===== src/rtl/mdu_pkg.sv =====
// mdu_pkg: op encodings, FSM states and op-class helpers for the multiply/divide unit
package mdu_pkg;
   localparam logic [2:0] OP_MULT  = 3'd0;
   localparam logic [2:0] OP_MULTU = 3'd1;
   localparam logic [2:0] OP_DIV   = 3'd2;
   localparam logic [2:0] OP_DIVU  = 3'd3;
   localparam logic [2:0] OP_MTHI  = 3'd4;
   localparam logic [2:0] OP_MTLO  = 3'd5;
   typedef enum logic [1:0] {S_IDLE, S_MUL, S_DIV} state_e;
   function automatic logic is_multi(input logic [2:0] op);
      return op <= OP_DIVU;
   endfunction
   function automatic logic is_div(input logic [2:0] op);
      return op[2:1] == 2'b01;
   endfunction
endpackage


===== src/rtl/div_restoring_core.sv =====
// div_restoring_core: unsigned restoring shift-subtract divider with shared cycle counter
// ports: load_i seeds operands and clears cnt; step_i runs one iteration and bumps cnt;
//        quo_o/rem_o are the post-iteration values, so the final step can be committed directly;
//        cnt_o is the counter, last_o flags the final iteration
module div_restoring_core
   import mdu_pkg::*;
#(
   parameter int WIDTH = 32,
   parameter int CW    = $clog2(WIDTH + 1)
) (
   input  logic             clk,
   input  logic             rst,
   input  logic             load_i,
   input  logic             step_i,
   input  logic [WIDTH-1:0] dividend_i,
   input  logic [WIDTH-1:0] divisor_i,
   output logic [WIDTH-1:0] quo_o,
   output logic [WIDTH-1:0] rem_o,
   output logic [CW-1:0]    cnt_o,
   output logic             last_o
);
   logic [WIDTH-1:0] rem_q, quo_q, dvs_q;
   logic [CW-1:0]    cnt_q;
   logic [WIDTH:0]   trial, diff;
   // remainder stays below the divisor, so the shifted trial fits in WIDTH+1 bits and the top bit of diff is the borrow
   assign trial  = {rem_q, quo_q[WIDTH-1]};
   assign diff   = trial - {1'b0, dvs_q};
   assign rem_o  = diff[WIDTH] ? trial[WIDTH-1:0] : diff[WIDTH-1:0];
   assign quo_o  = {quo_q[WIDTH-2:0], ~diff[WIDTH]};
   assign cnt_o  = cnt_q;
   assign last_o = cnt_q == CW'(WIDTH - 1);
   always_ff @(posedge clk) begin
      if (rst) begin
         rem_q <= '0;
         quo_q <= '0;
         dvs_q <= '0;
         cnt_q <= '0;
      end else if (load_i) begin
         rem_q <= '0;
         quo_q <= dividend_i;
         dvs_q <= divisor_i;
         cnt_q <= '0;
      end else if (step_i) begin
         rem_q <= rem_o;
         quo_q <= quo_o;
         cnt_q <= cnt_q + 1'b1;
      end
   end
endmodule


===== src/rtl/mdu_iter.sv =====
// mdu_iter: HI/LO owner with pipelined multiply, iterative divide and MTHI/MTLO
// ports: start_i/op_i/a_i/b_i issue an op from execute; flush_i cancels; busy_o stalls the pipe;
//        done_o pulses on commit, div_by_zero_o pulses with it for b==0 divides; hi_o/lo_o are HI/LO
module mdu_iter
   import mdu_pkg::*;
#(
   parameter int WIDTH      = 32,
   parameter int MUL_STAGES = 2
) (
   input  logic             clk,
   input  logic             rst,
   input  logic             start_i,
   input  logic [2:0]       op_i,
   input  logic [WIDTH-1:0] a_i,
   input  logic [WIDTH-1:0] b_i,
   input  logic             flush_i,
   output logic             busy_o,
   output logic             done_o,
   output logic             div_by_zero_o,
   output logic [WIDTH-1:0] hi_o,
   output logic [WIDTH-1:0] lo_o
);
   localparam int CW = $clog2(WIDTH + 1);
   localparam logic [CW-1:0] MUL_LAST = CW'(MUL_STAGES > 1 ? MUL_STAGES - 2 : 0);
   state_e             state_q, state_d;
   logic [WIDTH-1:0]   hi_q, hi_d, lo_q, lo_d, quo, rem, a_mag, b_mag;
   logic               done_q, done_d, dbz_q, dbz_d, qneg_q, qneg_d, rneg_q, rneg_d;
   logic               load, step, last, sx, a_neg, b_neg, b_zero;
   logic [CW-1:0]      cnt;
   logic [2*WIDTH-1:0] prod, mul_res;
   // even op codes (MULT, DIV) are the signed variants
   assign sx     = ~op_i[0];
   assign a_neg  = sx & a_i[WIDTH-1];
   assign b_neg  = sx & b_i[WIDTH-1];
   assign a_mag  = a_neg ? -a_i : a_i;
   assign b_mag  = b_neg ? -b_i : b_i;
   assign b_zero = b_i == '0;
   assign prod   = {{WIDTH{a_neg}}, a_i} * {{WIDTH{b_neg}}, b_i};
   assign busy_o = state_q != S_IDLE ||
                   (start_i && !flush_i && is_multi(op_i) && !(is_div(op_i) && b_zero));
   assign done_o        = done_q;
   assign div_by_zero_o = dbz_q;
   assign hi_o          = hi_q;
   assign lo_o          = lo_q;
   // HI/LO is the last multiply stage, so the chain holds MUL_STAGES-1 registers
   generate
      if (MUL_STAGES == 1) begin : g_comb
         assign mul_res = prod;
      end else begin : g_pipe
         logic [2*WIDTH-1:0] pipe_q [MUL_STAGES-1];
         always_ff @(posedge clk) begin
            pipe_q[0] <= prod;
            for (int i = 1; i < MUL_STAGES - 1; i++) pipe_q[i] <= pipe_q[i-1];
         end
         assign mul_res = pipe_q[MUL_STAGES-2];
      end
   endgenerate
   div_restoring_core #(.WIDTH(WIDTH), .CW(CW)) u_div (
      .clk       (clk),
      .rst       (rst),
      .load_i    (load),
      .step_i    (step),
      .dividend_i(a_mag),
      .divisor_i (b_mag),
      .quo_o     (quo),
      .rem_o     (rem),
      .cnt_o     (cnt),
      .last_o    (last)
   );
   always_comb begin
      state_d = state_q;
      hi_d    = hi_q;
      lo_d    = lo_q;
      done_d  = 1'b0;
      dbz_d   = 1'b0;
      qneg_d  = qneg_q;
      rneg_d  = rneg_q;
      load    = 1'b0;
      step    = 1'b0;
      if (flush_i) state_d = S_IDLE;
      else begin
         case (state_q)
            S_IDLE: if (start_i) begin
               if (op_i == OP_MTHI || op_i == OP_MTLO) begin
                  hi_d   = op_i == OP_MTHI ? a_i : hi_q;
                  lo_d   = op_i == OP_MTLO ? a_i : lo_q;
                  done_d = 1'b1;
               end else if (is_div(op_i) && b_zero) begin
                  done_d = 1'b1;
                  dbz_d  = 1'b1;
               end else if (is_div(op_i)) begin
                  state_d = S_DIV;
                  load    = 1'b1;
                  qneg_d  = a_neg ^ b_neg;
                  rneg_d  = a_neg;
               end else if (is_multi(op_i)) begin
                  if (MUL_STAGES == 1) begin
                     {hi_d, lo_d} = prod;
                     done_d       = 1'b1;
                  end else begin
                     state_d = S_MUL;
                     load    = 1'b1;
                  end
               end
            end
            // the divider counter doubles as the multiply stage counter; its datapath is idle here
            S_MUL: begin
               step = 1'b1;
               if (cnt == MUL_LAST) begin
                  {hi_d, lo_d} = mul_res;
                  done_d       = 1'b1;
                  state_d      = S_IDLE;
               end
            end
            S_DIV: begin
               step = 1'b1;
               if (last) begin
                  lo_d    = qneg_q ? -quo : quo;
                  hi_d    = rneg_q ? -rem : rem;
                  done_d  = 1'b1;
                  state_d = S_IDLE;
               end
            end
            default: state_d = S_IDLE;
         endcase
      end
   end
   always_ff @(posedge clk) begin
      if (rst) begin
         state_q <= S_IDLE;
         hi_q    <= '0;
         lo_q    <= '0;
         done_q  <= 1'b0;
         dbz_q   <= 1'b0;
         qneg_q  <= 1'b0;
         rneg_q  <= 1'b0;
      end else begin
         state_q <= state_d;
         hi_q    <= hi_d;
         lo_q    <= lo_d;
         done_q  <= done_d;
         dbz_q   <= dbz_d;
         qneg_q  <= qneg_d;
         rneg_q  <= rneg_d;
      end
   end
endmodule


===== config.mk =====
export PLATFORM = sky130hd
export DESIGN_NAME = mdu_iter
export DESIGN_NICKNAME = d
export VERILOG_FILES = /design/src/rtl/mdu_pkg.sv /design/src/rtl/div_restoring_core.sv /design/src/rtl/mdu_iter.sv
export SDC_FILE = /design/constraint.sdc
export NUM_CORES = 2
export LEC_CHECK = 0
export ABC_AREA = 1
export ABC_CLOCK_PERIOD_IN_PS = 10950
export BUFFER_PORTS_ARGS = -buffer_cell sky130_fd_sc_hd__buf_2
export CAP_MARGIN = 15
export CELL_PAD_IN_SITES_DETAIL_PLACEMENT = 1
export CELL_PAD_IN_SITES_GLOBAL_PLACEMENT = 2
export CORE_UTILIZATION = 39
export CTS_CLUSTER_SIZE = 12
export DETAILED_ROUTE_END_ITERATION = 7
export GPL_ROUTABILITY_DRIVEN = 0
export GPL_TIMING_DRIVEN = 1
export PLACE_DENSITY = 0.88
export SYNTH_ARGS = -nofsm -noshare
export SYNTH_HDL_FRONTEND = slang
export SYNTH_SLANG_ARGS = --single-unit

===== constraint.sdc =====
create_clock -name clk -period 10.95 [get_ports clk]
set_input_delay 1.095 -clock clk [delete_from_list [all_inputs] [get_ports clk]]
set_output_delay 1.095 -clock clk [all_outputs]
set_load 0.005 [all_outputs]

**Word-level counts from Yosys, hierarchy flattened**

Memories as Yosys holds them, arrays and structs flattened.
Index checks and enable logic that the tools add are counted.

- Bits in registers: 172
- Latch bits: 0
- Bits in writable memories: 64
- ROM bits: 0
- Output and inout port bits: 67
- Memories kept: 1

- Add/sub/neg operators: 6
- $mul: 1
- Divide/modulo/power cells: 0
- Magnitude comparators: 1
- Eq/ne operators: 15
- Shift-type cells: 0
- Mux-type cells: 42
- Bitwise operators: 10
- Reduce and logical (&&, ||, !) cells: 22

Memory list:

| memory | depth | bits a word | rd ports | clocked after Yosys merged registers in | write ports | line | RTL |
|---|---|---|---|---|---|---|---|
| g_pipe.pipe_q | 1 | 64 | 1 | 0 | 1 | mdu_iter.sv:50 | `logic [2*WIDTH-1:0] pipe_q [MUL_STAGES-1];` |

Operator list:

| operator | number |
|---|---|
| two-way mux 32 bit | 17 |
| one-hot mux 32 bit (3 select lines) | 2 |
| negator 32 bit | 4 |
| multiplier 33 x 33 -> 64 bit | 1 |
| subtractor 33 x 32 -> 33 bit | 1 |
| logical NOT 32 bit | 1 |
| != test 2 bit (second input constant) | 8 |
| two-way mux 1 bit | 14 |
| two-way mux 2 bit | 7 |
| AND reduction 7 bit | 2 |
| AND reduction 6 bit | 2 |
| NOT 1 bit | 7 |
| adder 6 x 1 -> 6 bit (second input constant) | 1 |
| equality test 3 bit (second input constant) | 2 |
| equality test 6 x 5 -> 1 bit (second input constant) | 1 |
| logical NOT 6 bit | 1 |
| one-hot mux 2 bit (3 select lines) | 1 |
| OR reduction 2 bit | 3 |
| OR reduction 5 bit | 1 |
| equality test 2 x 1 -> 1 bit (second input constant) | 2 |
| logical AND 1 bit | 4 |
| nonzero test 2 bit | 2 |
| <= comparator 3 x 2 -> 1 bit (second input constant) | 1 |
| != test 3 bit (second input constant) | 1 |
| 8 further kinds | 11 |

**Logic depth before layout (Yosys ltp)**

- Depth after elaboration: 9
- Depth in mapped cells: 35
- Depth with buffers taken out: 33

**Modules after synthesis**

Synthesis repeated with hierarchy kept, for this count alone.

- Cells, all modules: 7,683
- Area total of the unflattened synthesis: 55,728.4 sq um

By module, submodules not included:

| module | times used | cells an instance | area each (sq um) |
|---|---|---|---|
| mdu_iter | 1 | 6,412 | 48,154.9 |
| div_restoring_core | 1 | 1,271 | 7,573.5 |

**Worst setup path after synthesis**

Ideal clock, no wire load.

- Kind: input -> register
- From: in op_i[0]
- To: mem g_pipe.pipe_q[0][61] (netlist name)
- Library setup time: 121 ps
- Arrival time: 8,352 ps
- Required time: 10,829 ps
- Slack: 2,477 ps
- Cell stages on the path: 31
- Cell sequence: clkbuf_1 -> clkbuf_1 -> buf_1 -> nor2_1 -> fa_1 -> fa_1 -> fa_1 -> inv_1 -> fa_1 -> inv_1 -> fa_1 -> fa_1 -> fa_1 -> inv_1 -> fa_1 -> inv_1 -> ha_1 -> nand2_1 -> nor2_1 -> inv_1 -> nor4_1 -> nand3_1 -> nand3_1 -> nand2_1 -> o211ai_1 -> nand2_1 -> nand3_1 -> a21boi_0 -> nor2_1 -> nor2_1 -> xor2_1

- Longest elaborated chain between the ends: 3

RTL lines:

| element | line | RTL |
|---|---|---|
| start: declaration | mdu_iter.sv:13 | `input logic [2:0] op_i,` |
| NOT 1 bit * | mdu_iter.sv:32 | `assign sx = ~op_i[0];` |
| AND 1 bit, on equally long branches | mdu_iter.sv:33, mdu_iter.sv:34 |  |
| multiplier 33 x 33 -> 64 bit * | mdu_iter.sv:38 | `assign prod = {{WIDTH{a_neg}}, a_i} * {{WIDTH{b_neg}}, b_i};` |
| via prod[61] | mdu_iter.sv:30 | `logic [2*WIDTH-1:0] prod, mul_res;` |
| end: declaration | mdu_iter.sv:50 |  |

The timed path passes the listed nets; every way through them passes the cells marked *.

**Worst setup path after layout**

- From: in a_i[6]
- To: mem g_pipe.pipe_q[0][46] (netlist name)

- Longest elaborated chain between the ends: 1

RTL lines:

| element | line | RTL |
|---|---|---|
| start: declaration | mdu_iter.sv:14 | `input logic [WIDTH-1:0] a_i,` |
| multiplier 33 x 33 -> 64 bit | mdu_iter.sv:38 |  |
| via prod[46] | mdu_iter.sv:30 |  |

The timed path passes the listed nets, and every way through them passes these cells.

==> flow_summary_export.csv <==
group,metric,value,unit
timing,fin_crit_sh,81.8,%
global_route,grt_pass1_wl,315,mm
synthesis,synth-warning-count,0,
floorplanning,fp.dieArea,0.141,mm²
synthesis,ys.flop_type,"dfxtp_1",
floorplanning,die_x,375,µm
synthesis,syn_nets,8701,
timing,whs,482,ps
synthesis,async_reset_ff_share,0,%
setup_path,crit_required,11450,ps
setup_path,arrival,9450,ps
timing,tightest_slew,1140,ps
timing,hold_viol_final,0,
synthesis,synthCells,7250,
routing,firstDrtPassIters,5,
setup_path,endpoint_kind,"flop",
global_route,grt_pass1_vias,51844,
clocking,cts_resized,0,
layout,nFillCells,17172,
floorplanning,rows,136,
routing,drt-total-wl,203,mm
place,portBuffers,137,
routing,routed-via-count,47215,
synthesis,synth.avg_cell_area,7.48,µm²
timing,relSlewSlack,24.0,%
clocking,post_cts_buffers,0,
synthesis,synthTopCellsByArea,"fa_1 (42%), inv_1 (13%), nand2_1 (13%), dfxtp_1 (8.7%), ha_1 (5.9%)",
global_route,grt_usage,29.4,%
synthesis,synth_top_area_share,41.5,%
layout,drive_above_1_share,5.25,%
timing,fin_skew,11.0,ps
setup_path,ff2ff_setup_slack,5580,ps
floorplanning,core,0.138,mm²
synthesis,ys_ff_latch,236,
synthesis,synth_edf_count,0,
timing,setup_ws,2000,ps
place,place.detailed.hpwl,167,mm
timing,drv_slew,0,
timing,max_freq,112,MHz
place,pre_cts_ws,1640,ps
floorplanning,num_io_pins,138,
routing,ant_nets,0,
clocking,cts_buffers,30,
setup_path,critPathLaunch,"a_i[6]",
hold_path,hp-start,"u_div.dvs_q[11]",
clocking,cts_tree,"built",
timing,period_needed,8950,ps
floorplanning,die_height,375,µm
global_route,gr-total-overflow,0,
layout,fin_util,41.6,%
global_route,antenna_found_initial,25,
timing,final.setup.tns,0,ps
routing,wl_per_cell,22.7,µm
routing,viasPerCell,5.27,
setup_path,startpoint_type,"primary input",
hold_path,hp-class,"flop to flop",
setup_path,r2r_start,"u_div.dvs_q[0]",
routing,drc,0,
setup_path,critical_path_class,"primary input to flop",
synthesis,yosysMostFrequentCell,"inv_1",
clocking,path_clk_slew,60,ps
layout,area_growth,5.78,%
synthesis,yosysSeqAreaShare,8.71,%
synthesis,synth_common_cells,"inv_1 (1,883), nand2_1 (1,865), fa_1 (1,126)",
clocking,clk_root_buffer_cell,"clkbuf_16",
floorplanning,initial_core_util,39.4,%
clocking,holdBufCountCts,0,
timing,rsz0062_at_grt,"no",
layout,nNetsFinal,8591,
clocking,clock_latency,590,ps
synthesis,netlist_area,0.0543,mm²
clocking,clock_sinks,236,
global_route,grt_max_degree,105,
synthesis,synth_cell_type_count,59,
synthesis,yosysTopAreaCell,"fa_1",
setup_path,critical_path_peak_fanout,21,
clocking,cts-htree-levels,1,
run_status,status,"complete, no violations",
job,drv_cap,0,
clocking,clockBufferDepth,3,
timing,setup_viol,0,
routing,detailedRoute.firstIterationViolations,3544,
==> cell type report <==
class / instances / area [µm²] / share of cell area, %
clock inverter: 13 / 109 / 0.190
multi-input combinational: 4754 / 41000 / 71.4
antenna: 5 / 12.5 / 0.0218
timing repair buffer: 224 / 1340 / 2.33
tap: 1794 / 2240 / 3.91
inverter: 1894 / 7110 / 12.4
clock buffer: 42 / 887 / 1.55
sequential: 236 / 4720 / 8.23
==> worst max-delay path, cell delays in order <==
cell     delay, ps
buf_2          630
buf_4          410
nand2_1        120
fa_1           560
fa_1           430
fa_1           500
inv_1           70
fa_1           560
ha_1           230
ha_1           280
inv_1           50
fa_1           460
fa_1           500
inv_1           60
ha_1           400
nand2_1        160
o21ai_0        340
a21oi_1        170
o21ai_0        320
a21oi_1        190
o21a_1         250
o21ai_0        650
nand2_1        110
nand2_1        160
a31oi_1        160
o21ai_0        340
xor2_1         230
==> registers in the layout, summed over array words and instances, names as in the netlist <==
name / flops
rneg_q: 1
g_pipe.pipe_q: 64
state_q: 2
hi_o: 32
u_div.quo_q: 32
lo_o: 32
div_by_zero_o: 1
u_div.rem_q: 32
u_div.cnt_o: 6
u_div.dvs_q: 32
qneg_q: 1
done_o: 1
==> per-stage QoR <==
stage / area (µm²) / std cells
after floorplan: 54300 / 7250
after global placement: 56400 / 8902
after detailed placement: 56400 / 8902
after CTS: 57400 / 8957
after global routing: 57400 / 8958
final: 57400 / 8962
==> placed cells by master, fill, tap and decap left out, types with 6 or more instances in the layout <==
master      Yosys  routed
a21o_1          8       8
a21oi_1       265     265
a21oi_2         6       6
a22oi_1         8       8
a31oi_1        69      69
buf_2          16     137
buf_4           8      87
clkbuf_16       0      31
clkbuf_8        0       7
clkinvlp_4      0       6
dfxtp_1       236     236
fa_1         1126    1126
ha_1          254     251
inv_1        1883    1882
inv_2           8       9
nand2_1      1865    1865
nand2_2        40      40
nand2_4         7       7
nand3_1       128     128
nand3b_1       12      12
nand4_1        38      38
nor2_1        381     378
nor2_2          7       9
nor2_4          6       7
nor3_1         39      39
nor4_1         13      13
o211ai_1       11      11
o21a_1          7       7
o21ai_0       240     240
o21ai_1        20      20
o31ai_1         7       7
or2_2           7       7
xnor2_1        53      53
xor2_1         87      87
==> layer usage <==
layer | wire length, µm | track usage [%] | vias to the layer above | share of wire (%)
met3 | 13900 | 3.08 | 331 | 6.8
li1 | - | - | 20752 | -
met5 | 126 | 0 | - | 0.062
met1 | 88400 | 40.8 | 24516 | 43
met4 | 6270 | 8.15 | 22 | 3.1
met2 | 94800 | 48.6 | 1594 | 47
==> cell families after synthesis <==
| kind of cell | synth area share (%) |
|---|---|
| xor+xnor | 2.26 |
| flops | 8.71 |
| simple gates | 19.0 |
| fa+ha+maj | 47.4 |
| compound gates | 6.86 |
| buf+inv | 15.8 |
==> worst paths after layout <==
kind                          end  depth (start not counted)
max          g_pipe.pipe_q[0][46]                         27
max reg2reg              lo_o[28]                         29
min               u_div.dvs_q[11]                          2
min reg2reg       u_div.dvs_q[11]                          2
Power is not shown: default switching activity piles up to over one toggle a cycle in this logic, so the estimate is an artifact.
